### src/rtl/jk_pkg.sv
// Shared encodings for the JK command sequencer: operation codes, FSM states
// and helpers that map an operation onto the J/K drive pins.
package jk_pkg;

   localparam int unsigned OP_W = 2;

   typedef logic [OP_W-1:0] jk_op_t;

   localparam jk_op_t OP_HOLD = 2'b00;
   localparam jk_op_t OP_CLR  = 2'b01;
   localparam jk_op_t OP_SET  = 2'b10;
   localparam jk_op_t OP_TGL  = 2'b11;

   localparam logic [0:0] ST_IDLE  = 1'b0;
   localparam logic [0:0] ST_DRIVE = 1'b1;

   function automatic logic op_j(input jk_op_t op);
      return op[1];
   endfunction

   function automatic logic op_k(input jk_op_t op);
      return op[0];
   endfunction

endpackage

### src/rtl/jk_cmd_fifo.sv
// Command queue for the JK sequencer: power-of-two depth, first-word
// fall-through read, registered occupancy count.
module jk_cmd_fifo #(
   parameter int unsigned DEPTH = 4,
   parameter int unsigned WIDTH = 6,
   parameter int unsigned CNT_W = $clog2(DEPTH) + 1
) (
   input  logic             clk,
   input  logic             reset,
   input  logic             push_i,
   input  logic [WIDTH-1:0] data_i,
   input  logic             pop_i,
   output logic [WIDTH-1:0] data_o,
   output logic             full_o,
   output logic             empty_o,
   output logic [CNT_W-1:0] count_o
);

   localparam int unsigned PTR_W = $clog2(DEPTH);

   logic [WIDTH-1:0] mem_q [DEPTH];
   logic [PTR_W-1:0] wr_ptr_q, rd_ptr_q;
   logic [CNT_W-1:0] count_q;
   logic             push_ok, pop_ok;

   assign full_o  = (count_q == CNT_W'(DEPTH));
   assign empty_o = (count_q == '0);
   assign push_ok = push_i && !full_o;
   assign pop_ok  = pop_i && !empty_o;
   assign data_o  = mem_q[rd_ptr_q];
   assign count_o = count_q;

   // Pointers wrap naturally because DEPTH is a power of two.
   always_ff @(posedge clk or posedge reset) begin
      if (reset) begin
         wr_ptr_q <= '0;
         rd_ptr_q <= '0;
         count_q  <= '0;
      end else begin
         if (push_ok) wr_ptr_q <= wr_ptr_q + PTR_W'(1);
         if (pop_ok)  rd_ptr_q <= rd_ptr_q + PTR_W'(1);
         count_q <= count_q + CNT_W'(push_ok) - CNT_W'(pop_ok);
      end
   end

   always_ff @(posedge clk) begin
      if (push_ok) mem_q[wr_ptr_q] <= data_i;
   end

endmodule

### src/rtl/jk_cmd_sequencer.sv
// Queues {op, len} commands and plays each onto registered J/K drives for
// len+1 cycles, back-to-back with no bubble between queued commands.
module jk_cmd_sequencer
   import jk_pkg::*;
#(
   parameter int unsigned DEPTH = 4,
   parameter int unsigned LEN_W = 4
) (
   input  logic                     clk,
   input  logic                     reset,
   input  logic                     cmd_valid,
   output logic                     cmd_ready,
   input  logic [1:0]               cmd_op,
   input  logic [LEN_W-1:0]         cmd_len,
   output logic                     J,
   output logic                     K,
   output logic                     busy,
   output logic                     done,
   output logic [$clog2(DEPTH):0]   fifo_count
);

   localparam int unsigned CNT_W = $clog2(DEPTH) + 1;
   localparam int unsigned CMD_W = OP_W + LEN_W;

   logic [0:0]       state_q, state_d;
   jk_op_t           op_q, op_d;
   logic [LEN_W-1:0] len_q, len_d;
   logic             j_q, j_d, k_q, k_d;
   logic             busy_q, busy_d, done_q, done_d;
   logic             ready_q, ready_d;

   logic             push, pop, last_c, drive_c;
   logic [CMD_W-1:0] fifo_dout;
   logic             fifo_full, fifo_empty;
   logic [CNT_W-1:0] fifo_cnt;

   assign push   = cmd_valid && ready_q && !fifo_full;
   assign last_c = (state_q == ST_DRIVE) && (len_q == '0);
   assign pop    = !fifo_empty && ((state_q == ST_IDLE) || last_c);

   jk_cmd_fifo #(
      .DEPTH (DEPTH),
      .WIDTH (CMD_W),
      .CNT_W (CNT_W)
   ) u_fifo (
      .clk     (clk),
      .reset   (reset),
      .push_i  (push),
      .data_i  ({cmd_op, cmd_len}),
      .pop_i   (pop),
      .data_o  (fifo_dout),
      .full_o  (fifo_full),
      .empty_o (fifo_empty),
      .count_o (fifo_cnt)
   );

   // Next state plus output values derived from it, so every output is a flop.
   always_comb begin
      state_d = state_q;
      op_d    = op_q;
      len_d   = len_q;
      drive_c = 1'b0;
      if (pop) begin
         state_d = ST_DRIVE;
         op_d    = fifo_dout[CMD_W-1:LEN_W];
         len_d   = fifo_dout[LEN_W-1:0];
      end else if (state_q == ST_DRIVE) begin
         if (len_q == '0) state_d = ST_IDLE;
         else             len_d   = len_q - LEN_W'(1);
      end
      drive_c = (state_d == ST_DRIVE);
      j_d     = drive_c && op_j(op_d);
      k_d     = drive_c && op_k(op_d);
      busy_d  = drive_c;
      done_d  = drive_c && (len_d == '0);
      ready_d = (fifo_cnt + CNT_W'(push) - CNT_W'(pop)) != CNT_W'(DEPTH);
   end

   always_ff @(posedge clk or posedge reset) begin
      if (reset) begin
         state_q <= ST_IDLE;
         op_q    <= '0;
         len_q   <= '0;
         j_q     <= 1'b0;
         k_q     <= 1'b0;
         busy_q  <= 1'b0;
         done_q  <= 1'b0;
         ready_q <= 1'b0;
      end else begin
         state_q <= state_d;
         op_q    <= op_d;
         len_q   <= len_d;
         j_q     <= j_d;
         k_q     <= k_d;
         busy_q  <= busy_d;
         done_q  <= done_d;
         ready_q <= ready_d;
      end
   end

   assign J          = j_q;
   assign K          = k_q;
   assign busy       = busy_q;
   assign done       = done_q;
   assign cmd_ready  = ready_q;
   assign fifo_count = fifo_cnt;

endmodule

### config.mk
export PLATFORM = sky130hd
export DESIGN_NAME = jk_cmd_sequencer
export DESIGN_NICKNAME = d
export VERILOG_FILES = /design/src/rtl/jk_pkg.sv /design/src/rtl/jk_cmd_fifo.sv /design/src/rtl/jk_cmd_sequencer.sv
export SDC_FILE = /design/constraint.sdc
export NUM_CORES = 1
export LEC_CHECK = 0
export ABC_AREA = 1
export BUFFER_PORTS_ARGS = -buffer_cell sky130_fd_sc_hd__buf_2
export CAP_MARGIN = 20
export CELL_PAD_IN_SITES_DETAIL_PLACEMENT = 1
export CELL_PAD_IN_SITES_GLOBAL_PLACEMENT = 2
export CORE_MARGIN = 2
export CORE_UTILIZATION = 35
export DETAILED_ROUTE_END_ITERATION = 8
export GPL_ROUTABILITY_DRIVEN = 0
export HOLD_SLACK_MARGIN = 0.15
export PLACE_DENSITY = 0.84
export REMOVE_ABC_BUFFERS = 1
export SYNTH_ARGS = -nofsm -noshare
export SYNTH_HDL_FRONTEND = slang
export SYNTH_SLANG_ARGS = --single-unit
### constraint.sdc
create_clock -name clk -period 3.93 [get_ports clk]
set_input_delay 0.5895 -clock clk [delete_from_list [all_inputs] [get_ports clk]]
set_output_delay 0.5895 -clock clk [all_outputs]
set_load 0.01 [all_outputs]
Word-level counts from Yosys, hierarchy flattened
Memory sizes are Yosys's and may differ from the RTL's. Index checks and enable logic that the tools add are counted.

$add $sub $neg: 7. Reduce and logical (&&, ||, !) cells: 15. Equal/unequal tests: 2. Bitwise operators: 1. Mux-type cells: 9.

Operator list (number): $mux W4 (3); $logic_and A1 B1 Y1 (9); $logic_not A4 Y1 (2); $add A3 B1 Y3 (2); $sub A3 B1 Y3 (2); $mux W1 (5); $add A2 B1 Y2 const B (2); $sub A4 B1 Y4 const B (1); $eq A3 B3 Y1 const B (1); $logic_not A3 Y1 (1); $ne A3 B3 Y1 const B (1); $logic_not A1 Y1 (2); $mux W2 (1); $logic_or A1 B1 Y1 (1); $not A1 Y1 (1).

Flip-flop bits (word level): 18. Input port bits: 9. Logic and storage cells: 45. Output and inout bits: 8. Memories kept: 1. Memory bits (writable): 24.

Memory list: u_fifo.mem_q (words 4, bits a word 6, rd ports 1, clocked after memory_dff 0, write ports 1, line jk_cmd_fifo.sv:21) `logic [WIDTH-1:0] mem_q [DEPTH];`.

Longest topological paths before layout
Depth in word-level cells: 7. Mapped depth: 14. Depth with buffers taken out: 14.

Cells and area by module
Synthesis repeated with hierarchy kept, for this count alone.

Cell total of the unflattened synthesis: 212. Area, all modules: 2038.2 µm².

By module, submodules not included: jk_cmd_fifo (seq. area each 895.9 µm², cells each 135, area each 1421.4 µm², times used 1); jk_cmd_sequencer (seq. area each 275.3 µm², cells each 77, area each 616.8 µm², times used 1).

Least setup slack after synthesis
No wires, ideal clock.

Path type: flip-flop to flip-flop. From: reg len_q[0]. To: reg ready_q (netlist: cmd_ready). Required time: 3.799 ns. Setup time: 0.131 ns. Arrival: 2.194 ns. Path buffers: 0. Period minus slack after synthesis: 2.325 ns. Cell stages (with the launch flop): 14. Slack: 1.605 ns. Cells stage by stage: dfrtp_1 > inv_1 > ha_1 > nand2_2 > nand2_4 > nand2_8 > inv_1 > ha_1 > inv_1 > ha_1 > inv_1 > fa_1 > nand2_1 > or3_1.

Longest elaborated chain between the ends: 6.

Ends and longest elaborated chain: start, declared (line jk_cmd_sequencer.sv:27) `logic [LEN_W-1:0] len_q, len_d;`; start signal, assigned (line jk_cmd_sequencer.sv:92) `len_q <= len_d;`; $logic_not A4 Y1 (line jk_cmd_sequencer.sv:38) `assign last_c = (state_q == ST_DRIVE) && (len_q == '0);`; $logic_and A1 B1 Y1 (line jk_cmd_sequencer.sv:38); $logic_or A1 B1 Y1 (line jk_cmd_sequencer.sv:39) `assign pop = !fifo_empty && ((state_q == ST_IDLE) || last_c);`; $logic_and A1 B1 Y1 (line jk_cmd_sequencer.sv:39); $sub A3 B1 Y3 (line jk_cmd_sequencer.sv:76) `ready_d = (fifo_cnt + CNT_W'(push) - CNT_W'(pop)) != CNT_W'(DEPTH);`; $ne A3 B3 Y1 (line jk_cmd_sequencer.sv:76); named net ready_d (line jk_cmd_sequencer.sv:30) `logic ready_q, ready_d;`; end signal, assigned (line jk_cmd_sequencer.sv:97) `ready_q <= ready_d;`; end, declared (line jk_cmd_sequencer.sv:30).

The timed path passes the listed nets, and every way through them passes these cells. A chain may end at the register's enable or synchronous reset.

Final worst setup path
Same ends and word-level chain as after synthesis.

==> results.py <==
metrics = {
    "logic_synthesis": {
        "syn_inst": 201,
        "ys_warn_count": 0,
        "ys_seq_area_frac": 0.591,
        "netlist.area_leader.share": 0.363,
        "synth_area_sq_um": 1980,
        "synth_area_per_cell_sq_um": 9.87,
        "synthArstFlopShare": 0.429,
        "synth.distinct_cells": 22,
        "synth_edf_count": 24,
        "synth_top_cells_by_count": "nand2_1 (49), inv_1 (33), edfxtp_1 (24)",
        "synth_most_common_cell": "nand2_1",
        "ys_ff_latch": 42,
        "ys.flop_type": "edfxtp_1",
        "synth_top_cell_by_area": "edfxtp_1",
        "synthTopCellsByArea": "edfxtp_1 (36%), dfrtp_1 (23%), nand2_1 (9.3%)",
    },
    "worst_setup_path": {
        "r2r-start": "len_q[0]$_DFF_PP0_",
        "cp_max_fo": 9,
        "worstSetupPathType": "reg -> reg",
        "worstPathRequired_ps": 4110,
        "crit_chain": "inv_1 -> ha_1 -> nand2_2 -> nand2_4 -> nand2_8 -> inv_1 -> ha_1 -> inv_1 -> ha_1 -> inv_1 -> fa_1 -> nand2_1 -> or3_1",
        "r2r_setup_slack_ps": 1470,
        "cp.arrival_ps": 2640,
        "reg2reg_to": "cmd_ready$_DFF_PP0_",
        "slowest_delay_ps": 480,
        "cp-end-kind": "flop",
        "crit_start": "len_q[0]$_DFF_PP0_",
        "start_kind": "flop",
        "cpMostUsedCell": "inv_1",
        "ff2ff_path_depth": 13,
        "critical-path-slowest-cell": "fa_1",
    },
    "grt": {
        "grt_usage": 0.136,
        "grt_max_degree": 19,
        "antenna_found_initial": 0,
        "grt_overflow": 0,
        "grt_pass1_vias": 1391,
        "grt_pass1_wl_mm": 6.40,
    },
    "power": {
        "p_leak_nw": 1.07,
        "power.density_nw_per_um2": 780,
        "peakVddDrop_mv": 0.272,
        "totalPowerFinal_w": 0.00175,
    },
    "timing": {
        "fin_crit_sh": 0.627,
        "holdWs_ps": 388,
        "finalSetupViolCount": 0,
        "fin_crit_ps": 2460,
        "maxSlewViolCount": 0,
        "worstMarginPinSlew_ps": 692,
        "hold_viol_final": 0,
        "fin_tns_setup_ps": 0,
        "max_slew_margin": 0.538,
        "rsz0062_at_grt": "false",
        "setup_ws_ps": 1470,
        "fmax_ghz": 0.406,
        "skew_ps": 5.83,
    },
    "outcome": {
        "status": "finished clean",
    },
    "route": {
        "wl_mm": 3.79,
        "firstDrtPassIters": 4,
        "wl_per_cell_microns": 12.9,
        "drc_errors": 0,
        "ant_nets": 0,
        "first_iter_violations": 55,
        "avgViaCountPerCell": 4.53,
        "vias": 1333,
    },
    "floorplanning": {
        "pin_count": 17,
        "die-area_sq_um": 6280,
        "initial_utilization": 0.362,
        "coreArea_sq_um": 5470,
        "die_w_microns": 79.3,
        "rows": 27,
        "die_y_microns": 79.3,
    },
    "clocking": {
        "ctsHoldBuffers": 0,
        "cts_root_buffer": "clkbuf_8",
        "ctsResizeCount": 0,
        "cts_tree": "done",
        "post_cts_buffers": 0,
        "clockBufferDepth": 2,
        "cts_buffers": 5,
        "clock_latency_ps": 300,
        "h-tree-depth": 2,
        "cts_num_sinks": 42,
        "clk_pin_slew_worst_paths_ps": 80,
    },
    "hold_path": {
        "hp-class": "in -> async",
    },
    "finish": {
        "nets": 241,
        "area_delta_synth_final_pct": 12.8,
        "fin_util": 0.409,
        "n_antenna_cell": 0,
        "layout-drive-gt1-share": 0.153,
    },
    "placement": {
        "dp_hpwl_mm": 2.87,
        "portBuffers": 16,
        "pre_cts_ws_ps": 1450,
    },
    "flow_run": {
        "max-cap-violations": 0,
    },
}
[state kept, by name (all words and copies together), names as in the netlist]
| signal | flops |
|---|---|
| u_fifo.mem_q | 24 |
| busy | 1 |
| u_fifo.wr_ptr_q | 2 |
| K | 1 |
| u_fifo.count_o | 3 |
| done | 1 |
| len_q | 4 |
| u_fifo.rd_ptr_q | 2 |
| cmd_ready | 1 |
| J | 1 |
| op_q | 2 |
[final cells by class]
cell class,count,area [sq um]
clock buffers,6,72.6
clock inverters,2,37.5
fillers,652,3240
inverters,38,145
multi-input cells,118,641
flip-flops and latches,42,1170
well taps,72,90.1
repair buffers,16,80.1
[worst max-delay path, delay by kind of cell, from the launching register on]
| kind | cells | cell delay [ps] |
|---|---|---|
| fa+ha+maj | 4 | 1110 |
| buf+inv | 4 | 230 |
| flops | 1 | 370 |
| simple gates | 5 | 640 |
[logic make-up after synthesis]
family,share of synthesized area
AO/OA/AOI/OAI,0.0240
XOR/XNOR,0.0133
adder cells (fa/ha/maj),0.0770
buffers and inverters,0.0864
flip-flops,0.591
AND/OR/NAND/NOR,0.209
[how the worst max path moves through the flow]
stage	end	slack (ps)	cells past startpoint
global route	cmd_ready$_DFF_PP0_	1290	14
CTS	cmd_ready$_DFF_PP0_	1440	13
detailed placement	cmd_ready$_DFF_PP0_	1450	13
global placement	cmd_ready$_DFF_PP0_	1510	13
floorplan	cmd_ready$_DFF_PP0_	1600	13
finish	cmd_ready$_DFF_PP0_	1470	13
[per-layer routing]
layer	track usage	routed length [microns]	up-vias
li1	-	-	666
met1	0.172	1700	642
met2	0.223	1900	19
met3	0.0352	147	6
met4	0.0517	51	0
met5	0	0	-
[through the flow]
step           area, sq um  instances
6_report              2240        294
5_1_grt               2240        294
4_1_cts               2240        294
3_5_place_dp          2130        286
3_3_place_gp          2130        286
2_1_floorplan         1960        198
[power by group]
group | total (W) | internal, W | switching (W)
combinational | 0.000695 | 0.000253 | 0.000442
sequential | 0.000715 | 0.000609 | 0.000106
clock | 0.000336 | 0.000189 | 0.000146
[placed cells by master, fill, tap and decap left out, types with 3 or more instances in the layout]
| master | netlist | final |
|---|---|---|
| edfxtp_1 | 24 | 24 |
| o21ai_1 | 5 | 5 |
| xor2_1 | 3 | 3 |
| inv_1 | 33 | 33 |
| buf_2 | 0 | 16 |
| nor2_1 | 22 | 22 |
| nand2_1 | 49 | 49 |
| nand3_1 | 16 | 16 |
| clkbuf_8 | 0 | 5 |
| dfrtp_1 | 18 | 18 |
| ha_1 | 9 | 9 |
| inv_2 | 4 | 4 |
Power figures use the tool's default switching activity.
